## config.mk

```make
export PLATFORM = sky130hd
export DESIGN_NAME = clk_tick_gen_flat
export DESIGN_NICKNAME = d
export VERILOG_FILES = /design/src/rtl/clk_tick_gen_if.sv /design/src/rtl/clk_tick_gen.sv /design/src/flat_wrapper.sv
export SDC_FILE = /design/constraint.sdc
export NUM_CORES = 1
export LEC_CHECK = 0
export BUFFER_PORTS_ARGS = -buffer_cell sky130_fd_sc_hd__clkbuf_2
export CORE_AREA = 3 3 116 118
export DETAILED_ROUTE_END_ITERATION = 16
export DIE_AREA = 0 0 119 121
export GPL_ROUTABILITY_DRIVEN = 0
export PLACE_DENSITY = 0.72
export SETUP_SLACK_MARGIN = 0.4
export SLEW_MARGIN = 20
export SYNTH_ARGS = -nofsm -noshare
export SYNTH_HDL_FRONTEND = slang
export SYNTH_SLANG_ARGS = --single-unit
```

## constraint.sdc

```tcl
create_clock -name clk -period 5.15 [get_ports clk]
set_input_delay 0.2575 -clock clk [delete_from_list [all_inputs] [get_ports clk]]
set_output_delay 0.2575 -clock clk [all_outputs]
set_load 0.03 [all_outputs]
```

## src/rtl/clk_tick_gen_if.sv

```systemverilog
// Control/status bundle for clk_tick_gen: enable, prescaler reload request,
// and the strobe/index/level outputs consumed by downstream clk-domain logic.
interface clk_tick_gen_if #(
  parameter int unsigned CNT_W = 30,
  parameter int unsigned IDX_W = 2
) ();
  logic             en;
  logic [CNT_W-1:0] prs_div;
  logic             prs_load;
  logic             scan_tick;
  logic [IDX_W-1:0] scan_idx;
  logic             prs_tick;
  logic             prs_lvl;
  logic [CNT_W-1:0] prs_div_q;
  logic             prs_pend;

  modport master (
    output en, prs_div, prs_load,
    input  scan_tick, scan_idx, prs_tick, prs_lvl, prs_div_q, prs_pend
  );

  modport slave (
    input  en, prs_div, prs_load,
    output scan_tick, scan_idx, prs_tick, prs_lvl, prs_div_q, prs_pend
  );
endinterface

```

## src/rtl/clk_tick_gen.sv

```systemverilog
// Timing generator: scan strobe with modulo-DIGITS index, and a reloadable
// prescaler whose new divisor only takes effect at a period boundary.
module clk_tick_gen #(
  parameter int unsigned CNT_W       = 30,
  parameter int unsigned SCAN_DIV    = 262144,
  parameter int unsigned DIGITS      = 4,
  parameter int unsigned IDX_W       = 2,
  parameter int unsigned PRS_DIV_RST = 524288
) (
  input  logic           clk,
  input  logic           rst,
  clk_tick_gen_if.slave  bus
);

  localparam logic [CNT_W-1:0] SC_LAST  = CNT_W'(SCAN_DIV - 1);
  localparam logic [CNT_W-1:0] CNT_ONE  = CNT_W'(1);
  localparam logic [CNT_W-1:0] PRS_RST  = CNT_W'(PRS_DIV_RST);
  localparam logic [IDX_W-1:0] IDX_LAST = IDX_W'(DIGITS - 1);
  localparam logic [IDX_W-1:0] IDX_ONE  = IDX_W'(1);

  logic [CNT_W-1:0] r_sc_cnt;
  logic [IDX_W-1:0] r_scan_idx;
  logic             r_scan_tick;

  logic [CNT_W-1:0] r_pr_cnt;
  logic             r_prs_tick;
  logic             r_prs_lvl;
  logic [CNT_W-1:0] r_prs_div_q;
  logic [CNT_W-1:0] r_prs_shadow;
  logic             r_prs_pend;

  logic             w_sc_term;
  logic             w_pr_term;
  logic [CNT_W-1:0] w_div_clamped;

  // Terminal counts only qualify while enabled, so a frozen counter sitting
  // on its last value neither ticks nor swaps the divisor.
  always_comb begin
    w_sc_term     = bus.en && (r_sc_cnt == SC_LAST);
    w_pr_term     = bus.en && (r_pr_cnt == (r_prs_div_q - CNT_ONE));
    w_div_clamped = (bus.prs_div == '0) ? CNT_ONE : bus.prs_div;
  end

  always_ff @(posedge clk) begin
    if (rst) begin
      r_sc_cnt    <= '0;
      r_scan_idx  <= '0;
      r_scan_tick <= 1'b0;
    end else if (bus.en) begin
      if (w_sc_term) begin
        r_sc_cnt    <= '0;
        r_scan_tick <= 1'b1;
        r_scan_idx  <= (r_scan_idx == IDX_LAST) ? '0 : r_scan_idx + IDX_ONE;
      end else begin
        r_sc_cnt    <= r_sc_cnt + CNT_ONE;
        r_scan_tick <= 1'b0;
      end
    end else begin
      r_scan_tick <= 1'b0;
    end
  end

  always_ff @(posedge clk) begin
    if (rst) begin
      r_pr_cnt   <= '0;
      r_prs_tick <= 1'b0;
      r_prs_lvl  <= 1'b0;
    end else if (bus.en) begin
      if (w_pr_term) begin
        r_pr_cnt   <= '0;
        r_prs_tick <= 1'b1;
        r_prs_lvl  <= ~r_prs_lvl;
      end else begin
        r_pr_cnt   <= r_pr_cnt + CNT_ONE;
        r_prs_tick <= 1'b0;
      end
    end else begin
      r_prs_tick <= 1'b0;
    end
  end

  // A load coinciding with the boundary bypasses the shadow and lands
  // directly; otherwise it waits in the shadow until the next boundary.
  always_ff @(posedge clk) begin
    if (rst) begin
      r_prs_div_q  <= PRS_RST;
      r_prs_shadow <= '0;
      r_prs_pend   <= 1'b0;
    end else if (w_pr_term) begin
      if (bus.prs_load) begin
        r_prs_div_q <= w_div_clamped;
        r_prs_pend  <= 1'b0;
      end else if (r_prs_pend) begin
        r_prs_div_q <= r_prs_shadow;
        r_prs_pend  <= 1'b0;
      end
    end else if (bus.prs_load) begin
      r_prs_shadow <= w_div_clamped;
      r_prs_pend   <= 1'b1;
    end
  end

  assign bus.scan_tick = r_scan_tick;
  assign bus.scan_idx  = r_scan_idx;
  assign bus.prs_tick  = r_prs_tick;
  assign bus.prs_lvl   = r_prs_lvl;
  assign bus.prs_div_q = r_prs_div_q;
  assign bus.prs_pend  = r_prs_pend;

endmodule

```

## src/flat_wrapper.sv

```systemverilog
// flat-port wrapper written by rule: the top's interface ports become plain ports
module clk_tick_gen_flat 
#(
  parameter int unsigned CNT_W       = 30,
  parameter int unsigned SCAN_DIV    = 262144,
  parameter int unsigned DIGITS      = 4,
  parameter int unsigned IDX_W       = 2,
  parameter int unsigned PRS_DIV_RST = 524288
)
  (clk, rst, bus_en, bus_prs_div, bus_prs_load, bus_scan_tick, bus_scan_idx, bus_prs_tick, bus_prs_lvl, bus_prs_div_q, bus_prs_pend);
  clk_tick_gen_if #(.CNT_W(CNT_W), .IDX_W(IDX_W)) bus_i ();
  input  logic clk;
  input  logic rst;
  input wire logic [$bits(bus_i.en)-1:0] bus_en;
  input wire logic [$bits(bus_i.prs_div)-1:0] bus_prs_div;
  input wire logic [$bits(bus_i.prs_load)-1:0] bus_prs_load;
  output wire logic [$bits(bus_i.scan_tick)-1:0] bus_scan_tick;
  output wire logic [$bits(bus_i.scan_idx)-1:0] bus_scan_idx;
  output wire logic [$bits(bus_i.prs_tick)-1:0] bus_prs_tick;
  output wire logic [$bits(bus_i.prs_lvl)-1:0] bus_prs_lvl;
  output wire logic [$bits(bus_i.prs_div_q)-1:0] bus_prs_div_q;
  output wire logic [$bits(bus_i.prs_pend)-1:0] bus_prs_pend;
  assign bus_i.en = bus_en;
  assign bus_i.prs_div = bus_prs_div;
  assign bus_i.prs_load = bus_prs_load;
  assign bus_scan_tick = bus_i.scan_tick;
  assign bus_scan_idx = bus_i.scan_idx;
  assign bus_prs_tick = bus_i.prs_tick;
  assign bus_prs_lvl = bus_i.prs_lvl;
  assign bus_prs_div_q = bus_i.prs_div_q;
  assign bus_prs_pend = bus_i.prs_pend;
  clk_tick_gen #(.CNT_W(CNT_W), .SCAN_DIV(SCAN_DIV), .DIGITS(DIGITS), .IDX_W(IDX_W), .PRS_DIV_RST(PRS_DIV_RST)) u_core (.clk(clk), .rst(rst), .bus(bus_i));
endmodule
```

==> results.yml <==
timing:
  fin_tns_setup_ns: 0
  holdWs_ns: 0.103
  postLayoutSetupSlackWorst_ns: 1.14
  worst_slew_pin_slew_ns: 1.10
  hold_viol_final: 0
  relSlewSlack_pct: 26.7
  period_needed_ns: 4.01
  drv_slew: 0
  fmaxAchievable_mhz: 249
  setup-violations-final: 0
  rsz0062_at_grt: "false"
  skew_ns: 0.00818
  fin_crit_sh_pct: 77.8
clock_network:
  clk_path_buf_depth: 2
  cts-buffers-inserted: 17
  clock_latency_ns: 0.42
  tritoncts: "done"
  cts_sinks: 126
  cts_resized: 0
  clk_pin_slew_ns: 0.06
  h-tree-depth: 4
  clockRootBuffer: "clkbuf_16"
  cts_setup_buffers: 0
  cts_hold_buf: 0
logic_synthesis:
  synth.avg_cell_area_um2: 8.55
  synthTopCellsByArea: "dfxtp_1 (37%), xor2_1 (7.1%), nand2b_1 (6.7%)"
  synth_area_um2: 6860
  synth.distinct_cells: 47
  synth_ff_type: "dfxtp_1"
  synth_nets: 841
  yosys.area.top_type: "dfxtp_1"
  yosysWarnings: 0
  synth-seq-area-share_pct: 36.7
  synth_edf_count: 0
  synthArstFlopShare_pct: 0
  yosysTopAreaCellShare_pct: 36.7
  synthCells: 803
  ys_ff_latch: 126
grt:
  grt_use_total_pct: 24.0
  grt_max_degree: 98
  grt_pass1_wl_mm: 28.2
  antenna_found_initial: 0
  grt_pass1_vias: 5581
  grt_overflow: 0
critical_path:
  required_ns: 5.46
  startpoint_type: "flip-flop"
  criticalPathCategory: "reg2reg"
  reg2reg_depth: 12
  arrival_ns: 4.31
  cp-end-kind: "flip-flop"
  cp_max_fo: 29
hold_path:
  hp-class: "in2reg"
  hold_depth: 2
routing:
  wl_per_cell_um: 16.5
  first_pass_iters: 5
  wl_mm: 17.0
  via_count: 5944
  initialDrtViolationCount: 553
  drc_errors: 0
  drtAntennaViolNets: 0
  drt-vias-per-instance: 5.80
place:
  portBuffers: 69
  pre_cts_slack_ns: 1.16
  post-dp-hpwl_mm: 11.5
die:
  die_h_um: 121
  core_area_um2: 12600
  io_pins: 70
  start_util_pct: 54.6
  chipWidth_um: 119
  rows: 41
  die-area_um2: 14400
outcome:
  status: "finished clean"
power_and_ir_drop:
  combPwrFrac_pct: 5.7
  swShare_pct: 23.2
  power_leakage_nw: 3.04
  power.net_switching_mw: 0.542
  pwr-share-seq_pct: 43.1
  max-vdd-ir-drop_v: 0.000231
  p_int_mw: 1.79
  powerDensity_nw_per_um2: 297
  clkPwrFrac_pct: 51.3
finish:
  area_growth_pct: 14.5
  seqCellArea_um2: 2520
  drive_gt1_share_pct: 17.2
  fill_cells: 1095
  multi_input_area_um2: 4120
  layout.nets: 878
  antennaDiodeCount: 0
flow_run:
  maxCapViolCount: 0
## per-stage QoR
stage	instance area (um^2)	power (mW)	std cells	util (%)
2_1_floorplan	6860	1.11	803	-
3_5_place_dp	7270	1.16	993	57.8
4_1_cts	7860	2.34	1025	62.5
5_1_grt	7860	2.41	1025	62.5
6_report	7860	2.33	1025	62.5
3_3_place_gp	7270	1.15	993	57.8
## worst max-delay path, stage by stage, from the launching register on
cell and delay (ns):
dfxtp_1 0.39, inv_1 0.11, ha_1 0.25, or4b_2 0.65, nor4_1 0.51, o2111a_1 0.28
a21o_1 0.07, o21ai_0 0.15, a211oi_4 0.19, buf_4 0.35, a21o_1 0.53, buf_4 0.32
nor2_1 0.08
## routing by layer
metal,global-route usage (%),vias up,routed length [um]
li1,-,2945,-
met1,35.0,2822,8340
met2,35.6,159,7520
met3,5.41,18,877
met4,6.73,0,221
met5,0,-,0
## cells in the final DEF (no fill, tap or decap), drive strengths merged, types with 4 or more instances in the layout
cell    synthesis  routed
and4            6       6
a31oi          28      28
dfxtp         126     126
nor4           52      52
inv             5       7
or4             7       7
o21ai           6       6
or3             6       6
clkbuf         38      88
and2            4       4
buf            20       7
nand4          29      29
xnor2          41      41
and3            4       4
nor2b           5       5
nand2          27      27
mux2i          33      33
a21oi          13      13
nand3          20      20
nor2           91      91
nor3           44      44
nand3b          4       4
nand2b         73      73
xor2           56      56
a211oi          7       7
ha              4       4
mux2           30      30
clkinv          0       7
## Yosys cell counts, drive strengths merged (4+ instances only)
| master | instances |
|---|---|
| a211oi | 7 |
| a21oi | 13 |
| a31oi | 28 |
| and2 | 4 |
| and3 | 4 |
| and4 | 6 |
| buf | 20 |
| clkbuf | 38 |
| dfxtp | 126 |
| ha | 4 |
| inv | 5 |
| mux2 | 30 |
| mux2i | 33 |
| nand2 | 27 |
| nand2b | 73 |
| nand3 | 20 |
| nand3b | 4 |
| nand4 | 29 |
| nor2 | 91 |
| nor2b | 5 |
| nor3 | 44 |
| nor4 | 52 |
| o21ai | 6 |
| or3 | 6 |
| or4 | 7 |
| xnor2 | 41 |
| xor2 | 56 |
## flip-flops by register name (all words and copies together), names as in the netlist
register,flops
u_core.r_sc_cnt,30
u_core.bus.prs_div_q,30
u_core.r_pr_cnt,30
u_core.bus.scan_tick,1
u_core.bus.prs_lvl,1
u_core.r_prs_shadow,30
u_core.bus.scan_idx,2
u_core.bus.prs_pend,1
u_core.bus.prs_tick,1
## power groups by stage
stage	Clock [mW]	Combinational (mW)	Sequential, mW
after global routing	1.26	0.145	1.01
after detailed placement	0	0.130	1.03
after CTS	1.21	0.132	1.00
final	1.20	0.132	1.00
after global placement	0	0.128	1.02
after floorplan	0	0.0913	1.02
## area by class of cell
type                            count  area share [%]
Multi-Input combinational cell    614            52.3
Sequential cell                   126            32.1
Clock buffer                       19            5.76
Timing Repair Buffer               76            5.06
Tap cell                          172            2.74
Clock inverter                     13            1.77
Inverter                            5           0.239
## path summary, 6_finish.rpt
path	from	to	slack (ns)
max reg2reg	u_core.bus.prs_div_q[0]	u_core.r_pr_cnt[6]	1.14
max	u_core.bus.prs_div_q[0]	u_core.r_pr_cnt[6]	1.14
min	rst	u_core.bus.scan_idx[0]	0.10
min reg2reg	u_core.r_prs_shadow[4]	u_core.r_prs_shadow[4]	0.48
## kinds of logic (layout without fill, tap and decap cells)
| kind of cell | after synthesis | count (layout) | synth area share (%) |
|---|---|---|---|
| AO/OA/AOI/OAI | 71 | 71 | 6.76 |
| XOR/XNOR | 97 | 97 | 12.4 |
| adder cells (fa/ha/maj) | 4 | 4 | 0.729 |
| buffers and inverters | 63 | 113 | 3.74 |
| flip-flops | 126 | 126 | 36.7 |
| multiplexers | 63 | 63 | 9.73 |
| AND/OR/NAND/NOR | 379 | 379 | 29.9 |
No activity file was read; power rests on OpenSTA's default activity.
